**config.mk**
```make
export PLATFORM = sky130hd
export DESIGN_NAME = mem_wb_pipe_flat
export DESIGN_NICKNAME = d
export VERILOG_FILES = /design/src/rtl/mem_wb_if.sv /design/src/rtl/mem_wb_pipe.sv /design/src/flat_wrapper.sv
export SDC_FILE = /design/constraint.sdc
export NUM_CORES = 1
export LEC_CHECK = 0
export ABC_CLOCK_PERIOD_IN_PS = 2800
export BUFFER_PORTS_ARGS = -buffer_cell sky130_fd_sc_hd__buf_2
export CAP_MARGIN = 20
export CORE_UTILIZATION = 35
export DETAILED_ROUTE_END_ITERATION = 7
export SYNTH_ARGS = -nofsm -noshare
export SYNTH_HDL_FRONTEND = slang
export SYNTH_SLANG_ARGS = --single-unit
```
**constraint.sdc**
```tcl
create_clock -name clk -period 2.8 [get_ports clk]
set_input_delay 0.14 -clock clk [delete_from_list [all_inputs] [get_ports clk]]
set_output_delay 0.14 -clock clk [all_outputs]
set_load 0.01 [all_outputs]
```
**src/rtl/mem_wb_if.sv**
```systemverilog
// MEM->WB stage bundle: the upstream entry handshake plus the downstream
// WB handshake, grouped so the stage and its environment connect as one port.
//
// Handshake semantics (both sides): a transfer happens on a rising clk edge
// exactly when valid && ready are both high. A producer holding valid high
// keeps its payload stable until the transfer happens; ready may be
// asserted without valid and carries no obligation on its own.
interface mem_wb_if #(
  parameter int DATA_W = 32,
  parameter int RD_W   = 5
) ();

  // Upstream (MEM) side
  logic              in_valid;
  logic              in_ready;
  logic [RD_W-1:0]   in_rd;
  logic              in_im_to_rf;
  logic              in_load;
  logic [DATA_W-1:0] in_alu_data;
  logic [DATA_W-1:0] in_dm_data;

  // Downstream (WB) side
  logic              out_valid;
  logic              out_ready;
  logic [RD_W-1:0]   out_rd;
  logic              out_im_to_rf;
  logic              out_load;
  logic [DATA_W-1:0] out_alu_data;
  logic [DATA_W-1:0] out_dm_data;
  logic [DATA_W-1:0] out_wb_data;

  // Environment view: produces MEM entries, consumes WB entries
  modport master (
    output in_valid, in_rd, in_im_to_rf, in_load, in_alu_data, in_dm_data,
    output out_ready,
    input  in_ready,
    input  out_valid, out_rd, out_im_to_rf, out_load, out_alu_data,
    input  out_dm_data, out_wb_data
  );

  // Stage view: accepts MEM entries, presents WB entries
  modport slave (
    input  in_valid, in_rd, in_im_to_rf, in_load, in_alu_data, in_dm_data,
    input  out_ready,
    output in_ready,
    output out_valid, out_rd, out_im_to_rf, out_load, out_alu_data,
    output out_dm_data, out_wb_data
  );

endinterface

```
**src/rtl/mem_wb_pipe.sv**
```systemverilog
// MEM/WB pipeline register. With SKID=1 a second (skid) entry S sits behind
// the main entry M so in_ready is a pure register output and never depends
// on out_ready; with SKID=0 the stage is a single register whose in_ready
// is combinational. M always drives the WB-facing fields.
module mem_wb_pipe #(
  parameter int DATA_W = 32,
  parameter int RD_W   = 5,
  parameter int SKID   = 1
) (
  input  logic        clk,
  input  logic        rst_n,
  input  logic        flush,
  mem_wb_if.slave     bus,
  output logic [1:0]  occupancy
);

  // Main entry M
  logic              m_valid_q, m_valid_d;
  logic [RD_W-1:0]   m_rd_q,    m_rd_d;
  logic              m_wr_q,    m_wr_d;
  logic              m_load_q,  m_load_d;
  logic [DATA_W-1:0] m_alu_q,   m_alu_d;
  logic [DATA_W-1:0] m_dm_q,    m_dm_d;

  // Skid entry S (stays empty when SKID=0)
  logic              s_valid_q, s_valid_d;
  logic [RD_W-1:0]   s_rd_q,    s_rd_d;
  logic              s_wr_q,    s_wr_d;
  logic              s_load_q,  s_load_d;
  logic [DATA_W-1:0] s_alu_q,   s_alu_d;
  logic [DATA_W-1:0] s_dm_q,    s_dm_d;

  logic in_ready;
  logic accept;
  logic m_free;

  // Upstream ready: skid variant only looks at its own S register
  always_comb begin
    if (SKID != 0) begin
      in_ready = !s_valid_q;
    end else begin
      in_ready = !m_valid_q || bus.out_ready;
    end
  end

  assign accept = bus.in_valid && in_ready;
  // M may take a new value this edge: it is empty or its entry retires
  assign m_free = !m_valid_q || bus.out_ready;

  // Next-state for M and S; flush outranks accept and retire
  always_comb begin
    m_valid_d = m_valid_q;
    m_rd_d    = m_rd_q;
    m_wr_d    = m_wr_q;
    m_load_d  = m_load_q;
    m_alu_d   = m_alu_q;
    m_dm_d    = m_dm_q;
    s_valid_d = s_valid_q;
    s_rd_d    = s_rd_q;
    s_wr_d    = s_wr_q;
    s_load_d  = s_load_q;
    s_alu_d   = s_alu_q;
    s_dm_d    = s_dm_q;

    if (flush) begin
      // Payloads are left as-is; only the valid bits are killed
      m_valid_d = 1'b0;
      s_valid_d = 1'b0;
    end else if (SKID != 0) begin
      if (m_free) begin
        if (s_valid_q) begin
          // Oldest waiting entry is in S; it moves up first
          m_valid_d = 1'b1;
          m_rd_d    = s_rd_q;
          m_wr_d    = s_wr_q;
          m_load_d  = s_load_q;
          m_alu_d   = s_alu_q;
          m_dm_d    = s_dm_q;
        end else if (accept) begin
          m_valid_d = 1'b1;
          m_rd_d    = bus.in_rd;
          m_wr_d    = bus.in_im_to_rf;
          m_load_d  = bus.in_load;
          m_alu_d   = bus.in_alu_data;
          m_dm_d    = bus.in_dm_data;
        end else begin
          m_valid_d = 1'b0;
        end
        s_valid_d = 1'b0;
      end else if (accept) begin
        // M is stalled; park the new entry in S
        s_valid_d = 1'b1;
        s_rd_d    = bus.in_rd;
        s_wr_d    = bus.in_im_to_rf;
        s_load_d  = bus.in_load;
        s_alu_d   = bus.in_alu_data;
        s_dm_d    = bus.in_dm_data;
      end
    end else begin
      if (accept) begin
        m_valid_d = 1'b1;
        m_rd_d    = bus.in_rd;
        m_wr_d    = bus.in_im_to_rf;
        m_load_d  = bus.in_load;
        m_alu_d   = bus.in_alu_data;
        m_dm_d    = bus.in_dm_data;
      end else if (bus.out_ready) begin
        m_valid_d = 1'b0;
      end
    end
  end

  // State registers; reset clears valid bits and every payload field
  always_ff @(posedge clk or negedge rst_n) begin
    if (!rst_n) begin
      m_valid_q <= 1'b0;
      m_rd_q    <= '0;
      m_wr_q    <= 1'b0;
      m_load_q  <= 1'b0;
      m_alu_q   <= '0;
      m_dm_q    <= '0;
      s_valid_q <= 1'b0;
      s_rd_q    <= '0;
      s_wr_q    <= 1'b0;
      s_load_q  <= 1'b0;
      s_alu_q   <= '0;
      s_dm_q    <= '0;
    end else begin
      m_valid_q <= m_valid_d;
      m_rd_q    <= m_rd_d;
      m_wr_q    <= m_wr_d;
      m_load_q  <= m_load_d;
      m_alu_q   <= m_alu_d;
      m_dm_q    <= m_dm_d;
      s_valid_q <= s_valid_d;
      s_rd_q    <= s_rd_d;
      s_wr_q    <= s_wr_d;
      s_load_q  <= s_load_d;
      s_alu_q   <= s_alu_d;
      s_dm_q    <= s_dm_d;
    end
  end

  // WB-facing outputs: control fields read as a bubble when M is empty,
  // data fields keep their last value
  always_comb begin
    bus.in_ready     = in_ready;
    bus.out_valid    = m_valid_q;
    bus.out_rd       = m_valid_q ? m_rd_q : '0;
    bus.out_im_to_rf = m_valid_q && m_wr_q;
    bus.out_load     = m_valid_q && m_load_q;
    bus.out_alu_data = m_alu_q;
    bus.out_dm_data  = m_dm_q;
    bus.out_wb_data  = (m_valid_q && m_load_q) ? m_dm_q : m_alu_q;
  end

  assign occupancy = {1'b0, m_valid_q} + {1'b0, s_valid_q};

endmodule

```
**src/flat_wrapper.sv**
```systemverilog
// flat-port wrapper written by rule: the top's interface ports become plain ports
module mem_wb_pipe_flat 
#(
  parameter int DATA_W = 32,
  parameter int RD_W   = 5,
  parameter int SKID   = 1
)
  (clk, rst_n, flush, occupancy, bus_in_valid, bus_in_rd, bus_in_im_to_rf, bus_in_load, bus_in_alu_data, bus_in_dm_data, bus_out_ready, bus_in_ready, bus_out_valid, bus_out_rd, bus_out_im_to_rf, bus_out_load, bus_out_alu_data, bus_out_dm_data, bus_out_wb_data);
  mem_wb_if #(.DATA_W(DATA_W), .RD_W(RD_W)) bus_i ();
  input  logic clk;
  input  logic rst_n;
  input  logic flush;
  output logic [1:0] occupancy;
  input wire logic [$bits(bus_i.in_valid)-1:0] bus_in_valid;
  input wire logic [$bits(bus_i.in_rd)-1:0] bus_in_rd;
  input wire logic [$bits(bus_i.in_im_to_rf)-1:0] bus_in_im_to_rf;
  input wire logic [$bits(bus_i.in_load)-1:0] bus_in_load;
  input wire logic [$bits(bus_i.in_alu_data)-1:0] bus_in_alu_data;
  input wire logic [$bits(bus_i.in_dm_data)-1:0] bus_in_dm_data;
  input wire logic [$bits(bus_i.out_ready)-1:0] bus_out_ready;
  output wire logic [$bits(bus_i.in_ready)-1:0] bus_in_ready;
  output wire logic [$bits(bus_i.out_valid)-1:0] bus_out_valid;
  output wire logic [$bits(bus_i.out_rd)-1:0] bus_out_rd;
  output wire logic [$bits(bus_i.out_im_to_rf)-1:0] bus_out_im_to_rf;
  output wire logic [$bits(bus_i.out_load)-1:0] bus_out_load;
  output wire logic [$bits(bus_i.out_alu_data)-1:0] bus_out_alu_data;
  output wire logic [$bits(bus_i.out_dm_data)-1:0] bus_out_dm_data;
  output wire logic [$bits(bus_i.out_wb_data)-1:0] bus_out_wb_data;
  assign bus_i.in_valid = bus_in_valid;
  assign bus_i.in_rd = bus_in_rd;
  assign bus_i.in_im_to_rf = bus_in_im_to_rf;
  assign bus_i.in_load = bus_in_load;
  assign bus_i.in_alu_data = bus_in_alu_data;
  assign bus_i.in_dm_data = bus_in_dm_data;
  assign bus_i.out_ready = bus_out_ready;
  assign bus_in_ready = bus_i.in_ready;
  assign bus_out_valid = bus_i.out_valid;
  assign bus_out_rd = bus_i.out_rd;
  assign bus_out_im_to_rf = bus_i.out_im_to_rf;
  assign bus_out_load = bus_i.out_load;
  assign bus_out_alu_data = bus_i.out_alu_data;
  assign bus_out_dm_data = bus_i.out_dm_data;
  assign bus_out_wb_data = bus_i.out_wb_data;
  mem_wb_pipe #(.DATA_W(DATA_W), .RD_W(RD_W), .SKID(SKID)) u_core (.clk(clk), .rst_n(rst_n), .flush(flush), .bus(bus_i), .occupancy(occupancy));
endmodule
```
==> Word-level counts from Yosys, hierarchy flattened <==
Index checks and enable logic that the tools add are counted.
{ "word_totals": {"latch_bits": 0, "n_memories": 0, "romBits": 0, "ram_bits": 0, "wordCells": 45, "reg_bits": 144, "output_inout_bits": 107} }
{ "classes": {"shifts": 0, "mul": 0, "n_mux": 19, "n_div": 0, "n_bitwise": 2, "magnitude_cmp": 0, "eq_ne": 0, "addsub": 1, "reduce_logical": 11} }
{ "op_table": {"columns": ["cell", "n"], "rows": [
  ["32-bit 2-to-1 mux", 5],
  ["5-bit 2-to-1 mux", 3],
  ["1-bit 2-to-1 mux", 11],
  ["3-bit AND reduction", 2],
  ["2-bit nonzero test", 2],
  ["1-bit logical AND", 3],
  ["3-bit nonzero test", 1],
  ["1-bit by 1-bit adder with 2-bit output", 1],
  ["1-bit zero test", 2],
  ["1-bit NOT", 2],
  ["1-bit logical OR", 1]
]} }

==> Longest topological paths before layout <==
Gate-level depths: netlist of run 1.
{ "depth": {"depth_word": 6, "ltp_mapped": 5, "mapped_depth_nobuf": 3} }

==> Worst setup path before layout of run 1 <==
No wires, ideal clock.
{ "synth_path": {"path_kind": "register to register", "from": "reg u_core.m_valid_q (netlist: u_core.bus.out_valid)", "to": "reg u_core.m_alu_q[10] (netlist: u_core.bus.out_alu_data[10])", "setup_time_ns": 0.125, "period_less_slack_ns": 1.651, "n_path_buf": 1, "stages_incl_launch_ff": 5, "path_slack_ns": 1.149, "arrival_time_ns": 1.526, "required_time_ns": 2.675, "cell_sequence": "dfrtp_1 > nor2b_4 > nor3_4 > buf_6 > mux2_2"} }
{ "synth_between": {"elab_chain_cells": 3} }
{ "synth_lines": {"columns": ["element", "line_no", "source"], "rows": [
  ["start, declared", "mem_wb_pipe.sv:18", "logic m_valid_q, m_valid_d;"],
  ["start signal, assigned", "mem_wb_pipe.sv:129", "m_valid_q <= m_valid_d;"],
  ["1-bit zero test", null, null],
  ["1-bit logical OR", null, null],
  ["3-bit AND reduction (no source line)", null, null],
  ["end signal, assigned", "mem_wb_pipe.sv:133", "m_alu_q <= m_alu_d;"],
  ["end, declared", "mem_wb_pipe.sv:22", "logic [DATA_W-1:0] m_alu_q, m_alu_d;"]
]} }
Every way passes these cells.
A chain may end at the register's enable or synchronous reset.

==> Worst setup path after layout of run 1 <==
{ "layout_path": {"from": "reg u_core.m_valid_q (netlist: u_core.bus.out_valid)", "to": "out bus_out_wb_data[12]"} }
{ "layout_between": {"elab_chain_cells": 2} }
{ "layout_lines": {"columns": ["element", "line_no", "source"], "rows": [
  ["1-bit logical AND", "mem_wb_pipe.sv:154", "bus.out_wb_data = (m_valid_q && m_load_q) ? m_dm_q : m_alu_q;"],
  ["32-bit 2-to-1 mux", "mem_wb_pipe.sv:154", null],
  ["end, declared", "flat_wrapper.sv:28", "output wire logic [$bits(bus_i.out_wb_data)-1:0] bus_out_wb_data;"]
]} }
Every way passes these cells.

==> results of run 1 <==
==> where the power goes <==
group | internal [uW] | switching (uW) | leakage (uW) | total [uW]
clock network | 1580 | 852 | 0.000312 | 2430
logic | 805 | 554 | 0.00213 | 1360
registers | 2540 | 268 | 0.00173 | 2810
total | 4930 | 1670 | 0.00418 | 6600
==> flip-flops by register name, indices dropped and copies added, names as in the netlist, 5 cells and up <==
signal                   count
u_core.bus.out_alu_data     32
u_core.bus.out_dm_data      32
u_core.s_alu_q              32
u_core.s_dm_q               32
u_core.m_rd_q                5
u_core.s_rd_q                5
==> tightest hold or removal path: stages <==
cell	delay, ps
buf_2	110
nand2b_1	130
nor3_1	60
==> final timing paths <==
kind	start	end	slack [ps]	depth (start not counted)
hold / removal	bus_out_ready	u_core.s_valid_q$_DFFE_PN0P_	80	3
setup / recovery	u_core.bus.out_valid$_DFFE_PN0P_	bus_out_wb_data[12]	420	3
hold reg to reg	u_core.s_alu_q[23]$_DFFE_PN0P_	u_core.s_alu_q[23]$_DFFE_PN0P_	500	1
setup reg to reg	u_core.bus.out_valid$_DFFE_PN0P_	u_core.bus.out_dm_data[17]$_DFFE_PN0P_	900	4
max in group asynchronous	rst_n	u_core.bus.out_alu_data[19]$_DFFE_PN0P_	1760	3
min in group asynchronous	rst_n	u_core.s_alu_q[1]$_DFFE_PN0P_	260	2
==> cells by family after synthesis <==
group                    Yosys count  synth area share [%]
multiplexers                     245                  41.5
flip-flops                       144                  54.2
buffers and inverters             27                  2.52
AND/OR/NAND/NOR                   14                  1.51
AO/OA/AOI/OAI                      1                0.0752
adder cells (fa/ha/maj)            1                 0.188
==> what timing repair did <==
action	4_1_cts	5_1_grt
setup buffers	0	0
hold endpoints to repair	129	0
hold buffers	73	0
==> Yosys cell counts <==
library cell,instances,area (um2)
inv_1,2,7.51
nand2_1,1,3.75
a21oi_1,1,5.00
nor3_1,1,5.00
ha_1,1,12.5
nor3_4,1,16.3
mux2_1,6,67.6
nand3_2,1,10.0
nor2b_4,1,13.8
nand2b_1,1,6.26
buf_2,11,55.1
dfrtp_1,144,3600
nor2_1,2,7.51
buf_1,2,7.51
mux2_2,239,2690
clkbuf_1,5,18.8
buf_6,7,78.8
and2_1,6,37.5
==> through the flow <==
step / instances / hold slack, ps / util [%]
2_1_floorplan: 432 / -156 / -
3_3_place_gp: 830 / 148 / 41.8
3_5_place_dp: 830 / 149 / 41.8
4_1_cts: 934 / 45.7 / 49.1
5_1_grt: 934 / 80.6 / 49.1
6_report: 934 / 76.4 / 49.1
==> routing by layer <==
layer / track usage (%) / vias up / share of wire [%]
li1: - / 2071 / -
met1: 20.3 / 2260 / 45
met4: 6.25 / 0 / 1.2
met5: 0 / - / 0
met3: 3.37 / 14 / 3.6
met2: 27.0 / 120 / 50
==> cell type report <==
class,instances,area [um2],area share [%]
tap,234,293,3.20
multi-input combinational,261,2890,31.5
inverter,2,7.51,0.0820
sequential,144,3610,39.4
clock buffer,22,484,5.29
timing repair buffer,262,1730,18.8
clock inverter,9,155,1.69
==> placed cells by master, fill, tap and decap left out <==
cell type        n
a21oi_1          1
and2_1           6
buf_12           2
buf_2          181
buf_4            5
buf_6            1
bufinv_16        4
clkbuf_1         1
clkbuf_16       17
clkbuf_8         4
clkinv_2         2
clkinv_4         2
clkinvlp_4       1
dfrtp_1        143
dfrtp_4          1
dlygate4sd3_1   73
ha_1             1
inv_1            2
mux2_1           6
mux2_2         239
nand2_2          1
nand2b_1         1
nand3_4          1
nor2_1           2
nor2b_4          1
nor3_1           1
nor3_4           1
==> reports/results.ini, run 1 <==
[run_status]
status = completed

[detailed_routing]
drtIter0Drc = 97
antenna_left = 0
viasPerCell = 4.78
drt_wl_total_um = 14900
wl_per_cell_um = 15.9
drc = 0
firstDrtPassIters = 6
vias = 4465

[die]
core-area_mm2 = 0.0186
die_x_um = 140
initial_utilization_pct = 35.7
dieArea_mm2 = 0.0195
die-height_um = 140
placementRows = 50
ios = 183

[setup_path]
slowest_stage = nand2_2
crit_type = flop to primary output
start_kind = flop
crit_family = simple AND/OR/NAND/NOR gates
worst-path-buf-inv = 1
endpoint_kind = primary output
required_ps = 2660
cp_slowest_stage_delay_ps = 630
path_cells = nand2_2 -> mux2_2 -> buf_2
arrival_ps = 2240
path_max_fanout = 33

[clock_tree]
tritoncts = yes
cts.sinks = 144
htreeDepth = 4
path_clk_slew_ps = 50
cts_resized = 0
cts_max_path_buffers = 2
root_buffer = clkbuf_16
cts_buffers = 17
clk_latency_ps = 410

[cells_and_area]
syn_to_final_growth_pct = 37.8
drive_above_1_share_pct = 66.1
diodes = 0
nNetsFinal = 765
fin_area_mm2 = 0.00916
n_fill_cell = 1641

[timing]
maxSlewHeadroom_pct = 36.3
rsz0062_at_grt = no
finalCritPeriodShare_pct = 85.1
final-max-slew-violation-count = 0
fin_skew_ps = 9.75
fmax_ghz = 0.420
hold_viol_final = 0
finalSetupTns_ps = 0
setup_viol = 0
worst_slack_ps = 418
period_minus_slack_ps = 2380
tightest_slew_ps = 952

[synth]
synth-seq-area-share_pct = 54.2
syn_area_mm2 = 0.00665
ys_seq_elements = 144
syn_avg_cell_area_um2 = 15.4
syn-num-nets = 509
syn_inst = 432
yosysWarnings = 0
synth_cell_type_count = 18

[power_and_ir_drop]
ir_drop_mv = 0.387
power.leakage_uw = 0.00418
finalPower_uw = 6600
p_per_area_mw_per_mm2 = 721

[job]
max-cap-violations = 0

[grt]
antenna_found_initial = 0
grt_max_degree = 74
grtUsageTotal_pct = 16.1
overflow = 0
grt_first_pass_wirelength_um = 24600
grt_pass1_vias = 4811

[min_path]
hp-class = input pin to flop

[placement]
place_ws_ps = 814
dp_hpwl_um = 9480
portBuffers = 182
gp_congestion = 0.722
dpl_cell_area_mm2 = 0.00779

Note: power is estimated with default switching activity, not from simulation.
==> inputs of run 2 (changes only) <==
CORE_MARGIN = 1   (was unset)
PLACE_DENSITY = 0.57   (was unset)
==> run 2 against run 1 <==
  * Largest cell class unchanged
  * Clock-buffer cell count unchanged
  * Combinational power about the same
  * Final cell count up 0.32%
  * Hold slack worse by 4.7 ps
  * Setup slack better by 72 ps
==> reports/results.ini, run 2 (synthesis results as in run 1) <==
[run_status]
status = completed

[die]
ios = 183  ; unchanged
dieArea_mm2 = 0.0195  ; unchanged
die-height_um = 140  ; unchanged
initial_utilization_pct = 35.7  ; unchanged
die_x_um = 140  ; unchanged
placementRows = 50  ; unchanged
core-area_mm2 = 0.0186  ; unchanged

[detailed_routing]
viasPerCell = 4.73  ; -1.1%
drt_wl_total_um = 14700  ; -0.87%
wl_per_cell_um = 15.7  ; -1.2%
vias = 4429  ; -0.81%
antenna_left = 0  ; unchanged
highest_layer = met4
firstDrtPassIters = 6  ; unchanged
drtIter0Drc = 94  ; -3.1%
drc = 0  ; unchanged
wl_met1_um = 6640  ; -1.6%
wl_met2_um = 7300  ; -1.4%
met3_length_um = 560  ; +4.9%

[power_and_ir_drop]
pwr-share-comb_pct = 21.0  ; +0.4 points
internal-power_uw = 4820  ; -2.2%
switching_share_pct = 25.7  ; +0.35 points
power.leakage_uw = 0.00418  ; +0.16%
p_per_area_mw_per_mm2 = 708  ; -1.8%
pwr-share-seq_pct = 43.3  ; +0.7 points
ir_drop_mv = 0.408  ; +5.5%
p_sw_uw = 1670  ; -0.37%
clockPowerShare_pct = 35.7  ; -1.2 points

[setup_path]
worstReg2RegStart = u_core.s_valid_q$_DFFE_PN0P_
required_ps = 2660  ; about the same
timing.critical_path.from = u_core.bus.out_valid$_DFFE_PN0P_
crit_type = flop to primary output
path_max_fanout = 18  ; -45%
arrival_ps = 2170  ; -70 ps
endpoint_kind = primary output
start_kind = flop

[min_path]
min-delay-start = bus_out_ready
hp-class = input pin to flop

[grt]
grtUsageTotal_pct = 16.0  ; -0.12 points
overflow = 0  ; unchanged
antenna_found_initial = 0  ; unchanged
grt_first_pass_wirelength_um = 24200  ; -1.9%
grt_max_degree = 70  ; -5.4%
grt_pass1_vias = 4646  ; -3.4%

[timing]
fin_skew_ps = 5.45  ; -4.30 ps
period_minus_slack_ps = 2310  ; -71.8 ps
maxSlewHeadroom_pct = 60.3  ; +24 points
finalCritPeriodShare_pct = 82.5  ; -2.6 points
rsz0062_at_grt = no
hold_viol_final = 0  ; unchanged
finalSetupTns_ps = 0  ; unchanged
fmax_ghz = 0.433  ; +3.1%
timing.hold.ws_ps = 71.6  ; -4.74 ps
final-max-slew-violation-count = 0  ; unchanged
tightest_slew_ps = 596  ; -356 ps
setup_viol = 0  ; unchanged

[cells_and_area]
final_cells = 937  ; +0.32%
diodes = 0  ; unchanged
nNetsFinal = 767  ; +0.26%
syn_to_final_growth_pct = 37.9  ; about the same
n_fill_cell = 1641  ; unchanged
layout_common_cells = 239 x mux2_2, 181 x buf_2, 143 x dfrtp_1
drive_above_1_share_pct = 66.1  ; about the same
final_common_cell = mux2_2
fin_area_mm2 = 0.00917  ; about the same

[placement]
dp.cells = 832  ; +0.24%
portBuffers = 182  ; unchanged
gp_congestion = 0.699  ; -3.1%
dpl_cell_area_mm2 = 0.00783  ; +0.51%
dp_hpwl_um = 9570  ; +0.93%

[clock_tree]
cts_buffers = 17  ; unchanged
clk_latency_ps = 410  ; about the same
root_buffer = clkbuf_16
htreeDepth = 4  ; unchanged
cts_max_path_buffers = 2  ; unchanged
postCtsSetupBuffers = 0  ; unchanged
tritoncts = yes
cts.sinks = 144  ; unchanged
path_clk_slew_ps = 50  ; about the same

[job]
max-cap-violations = 0  ; unchanged

## run 2: final cells by class
cell class | count | area [um2] | share of cell area, %
Clock buffer | 22 | 474 | 5.17
Inverter | 2 | 7.51 | 0.0819
Sequential cell | 144 | 3610 | 39.3
Multi-Input combinational cell | 261 | 2890 | 31.5
Clock inverter | 10 | 134 | 1.46
Tap cell | 234 | 293 | 3.19
Timing Repair Buffer | 264 | 1770 | 19.3
## run 2: power by group through the flow
stage                     registers (uW)  logic [uW]  clock network (uW)
after global routing                2870        1490                2470
final                               2810        1360                2320
after global placement              2810        1270                   0
after CTS                           2810        1390                2400
after floorplan                     2850         736                   0
after detailed placement            2840        1300                   0
## run 2: timing repair
| item | 4_1_cts | 5_1_grt |
|---|---|---|
| gates resized for setup | 0 | 0 |
| hold buffers | 73 | 0 |
| hold endpoints to repair | 106 | 0 |
## run 2: worst max-delay path, stage by stage (launching register included)
cell and delay, ps:
dfrtp_1 520, nand2_2 470, buf_12 240, mux2_2 370, buf_2 140
## run 2: metrics by stage
stage               total power (uW)  worst slack, ps  utilization (%)
floorplan                       3590             1150                -
global placement                4080              734             42.0
detailed placement              4150              678             42.0
CTS                             6600              421             49.2
global route                    6830              336             49.2
finish                          6490              490             49.2
## run 2: path summary, 6_finish.rpt
| check | cells after the start | to | slack, ps |
|---|---|---|---|
| setup / recovery | 4 | bus_out_wb_data[11] | 490 |
| hold / removal | 3 | u_core.s_valid_q$_DFFE_PN0P_ | 70 |
| setup reg to reg | 5 | u_core.bus.out_alu_data[17]$_DFFE_PN0P_ | 720 |
| hold reg to reg | 1 | u_core.s_dm_q[31]$_DFFE_PN0P_ | 500 |
| max in group asynchronous | 3 | u_core.bus.out_alu_data[14]$_DFFE_PN0P_ | 1720 |
| min in group asynchronous | 2 | u_core.s_alu_q[2]$_DFFE_PN0P_ | 170 |
## run 2: metal layers
metal / track usage [%] / up-vias
met1: 19.7 / 2216
met5: 0 / -
met3: 3.23 / 17
met4: 6.82 / 0
li1: - / 2083
met2: 27.1 / 113
==> inputs of run 3 (changes only) <==
ABC_CLOCK_PERIOD_IN_PS = 1900   (was 2800)
PLACE_DENSITY = 0.59   (was 0.57)
clock period = 1.9 ns   (was 2.8 ns; I/O delays follow)
==> run 3 against run 2 <==
  * Via count grew 0.43%
  * Cell area grew 2.5%
  * Routed wire length grew 2.8%
  * Sequential share of layout area shrank 0.96 points
  * Sequential cell count is the same
  * Die area is the same
  * Total power grew 60%
  * Hold slack gained 24 ps
  * Setup slack lost 410 ps
==> reports/results.ini, run 3 (synthesis results as in run 1) <==
[detailed_routing]
vias = 4448  ; +0.43%
viasPerCell = 4.73  ; about the same
drc = 0  ; unchanged
wl_met1_um = 6990  ; +5.4%
wl_met2_um = 7410  ; +1.5%
drtIter0Drc = 113  ; +20%
wl_per_cell_um = 16.1  ; +2.3%
drt_wl_total_um = 15200  ; +2.8%
antenna_left = 0  ; unchanged
firstDrtPassIters = 4  ; -2
highest_layer = met4
met3_length_um = 503  ; -10%

[setup_path]
start_kind = flop
worstReg2RegStart = u_core.s_valid_q$_DFFE_PN0P_
r2r_end = u_core.s_alu_q[16]$_DFFE_PN0P_
r2r.worst_path.cells = 4  ; -1
path_max_fanout = 15  ; -3
crit_family = buffers and inverters
crit_type = flop to primary output
arrival_ps = 1720  ; -450 ps
reg2reg_setup_slack_ps = 310  ; -410 ps
path_cells = buf_6 -> nand2_4 -> buf_8 -> mux2_2 -> buf_2
endpoint_kind = primary output
slowest_stage = dfrtp_1
cp_slowest_stage_delay_ps = 390  ; -130 ps
worst-path-buf-inv = 3  ; +1
required_ps = 1800  ; -860 ps

[grt]
overflow = 0  ; unchanged
grt_first_pass_wirelength_um = 24700  ; +2.1%
grt_max_degree = 59  ; -16%
grtUsageTotal_pct = 16.2  ; +0.19 points
antenna_found_initial = 0  ; unchanged
grt_pass1_vias = 4805  ; +3.4%

[clock_tree]
cts_buffers = 17  ; unchanged
htreeDepth = 4  ; unchanged
path_clk_slew_ps = 50  ; about the same
clk_latency_ps = 420  ; about the same
postCtsSetupBuffers = 0  ; unchanged
cts_max_path_buffers = 2  ; unchanged
tritoncts = yes
cts.sinks = 144  ; unchanged
root_buffer = clkbuf_16

[power_and_ir_drop]
p_per_area_mw_per_mm2 = 1100  ; +56%
pwr-share-comb_pct = 19.8  ; -1.2 points
internal-power_uw = 7830  ; +62%
pwr-share-seq_pct = 39.9  ; -3.4 points
power.leakage_uw = 0.00429  ; +2.5%
p_sw_uw = 2540  ; +52%
clockPowerShare_pct = 40.3  ; +4.6 points
ir_drop_mv = 0.599  ; +47%
switching_share_pct = 24.5  ; -1.2 points

[timing]
maxSlewHeadroom_pct = 61.0  ; +0.77 points
period_minus_slack_ps = 1820
rsz0062_at_grt = no
finalCritPeriodShare_pct = 95.6
tightest_slew_ps = 585  ; -11.6 ps
setup_viol = 0  ; unchanged
fin_skew_ps = 9.17  ; +3.72 ps
hold_viol_final = 0  ; unchanged
finalSetupTns_ps = 0  ; unchanged
fmax_ghz = 0.551
final-max-slew-violation-count = 0  ; unchanged
timing.hold.ws_ps = 95.8  ; +24.2 ps

[cells_and_area]
layout_common_cells = 239 x mux2_2, 181 x buf_2, 143 x dfrtp_1
nNetsFinal = 771  ; +0.52%
syn_to_final_growth_pct = 41.4
drive_above_1_share_pct = 66.3  ; +0.19 points
diodes = 0  ; unchanged
final_common_cell = mux2_2

[job]
max-cap-violations = 0  ; unchanged

[die]
placementRows = 50  ; unchanged
ios = 183  ; unchanged
die-height_um = 140  ; unchanged
die_x_um = 140  ; unchanged
dieArea_mm2 = 0.0195  ; unchanged
initial_utilization_pct = 35.7  ; unchanged
core-area_mm2 = 0.0186  ; unchanged

[placement]
gp_congestion = 0.709  ; +1.4%
dp_hpwl_um = 9720  ; +1.6%
portBuffers = 182  ; unchanged

[min_path]
hold_depth = 3  ; unchanged
min-delay-start = bus_in_valid
hp-class = input pin to flop
holdPathEnd = u_core.bus.out_valid$_DFFE_PN0P_

[run_status]
status = completed

==> run 3: cell count changes in the layout (fill, tap and decap cells not counted), sizes merged <==
cell | previous run | this run
clkinvlp | 2 | 0
bufinv | 3 | 9
buf | 191 | 194
dlygate4sd3 | 73 | 74
clkbuf | 22 | 18
==> run 3: final cells by class <==
| cell class | instances | area, um2 |
|---|---|---|
| clock buffer | 18 | 429 |
| clock inverter | 14 | 310 |
| fill | 1614 | 9250 |
| inverter | 2 | 7.51 |
| multi-input combinational | 261 | 2890 |
| sequential | 144 | 3610 |
| tap | 234 | 293 |
| timing repair buffer | 268 | 1860 |
==> run 3: worst max path at each step <==
stage | startpoint | end | slack, ps | cells past startpoint
2_1_floorplan | u_core.bus.out_valid$_DFFE_PN0P_ | u_core.bus.out_alu_data[10]$_DFFE_PN0P_ | 250 | 4
3_5_place_dp | u_core.s_valid_q$_DFFE_PN0P_ | u_core.s_alu_q[1]$_DFFE_PN0P_ | 300 | 4
6_report | u_core.bus.out_valid$_DFFE_PN0P_ | bus_out_wb_data[28] | 80 | 5
3_3_place_gp | u_core.s_valid_q$_DFFE_PN0P_ | u_core.s_dm_q[16]$_DFFE_PN0P_ | 330 | 4
5_1_grt | u_core.bus.out_valid$_DFFE_PN0P_ | bus_out_wb_data[25] | 30 | 5
4_1_cts | u_core.bus.out_valid$_DFFE_PN0P_ | bus_out_wb_data[17] | 20 | 5
==> run 3: stage by stage <==
stage	cell area, um2	util [%]	worst slack, ps	cells	total power (uW)
6_report	9400	50.4	83.8	941	10400
5_1_grt	9400	50.4	26.9	941	10800
4_1_cts	9390	50.4	22.9	941	10500
3_5_place_dp	7890	42.3	298	835	6130
3_3_place_gp	7890	42.3	332	835	6020
2_1_floorplan	6650	-	249	432	5290
==> run 3: tightest hold or removal path, delay by kind of cell <==
family	cells	cell delay (ps)
AO/OA/AOI/OAI	1	150
buffers and inverters	1	120
AND/OR/NAND/NOR	1	90
==> run 3: power groups by stage <==
stage	Clock [uW]	Sequential, uW	Combinational (uW)
after global placement	0	4140	1880
final	4180	4140	2050
after detailed placement	0	4190	1940
after floorplan	0	4200	1080
after CTS	4280	4140	2080
after global routing	4380	4240	2220
==> run 3: routing by layer <==
metal / track usage (%) / vias to the layer above
li1: - / 2088
met1: 20.5 / 2224
met2: 27.0 / 115
met3: 2.99 / 21
met4: 6.77 / 0
met5: 0 / -
==> run 3: repair_timing <==
item | CTS | global route
setup endpoints to repair | 32 | 10
resized for setup | 6 | 1
hold buffers | 74 | 0
hold endpoints to repair | 128 | 0
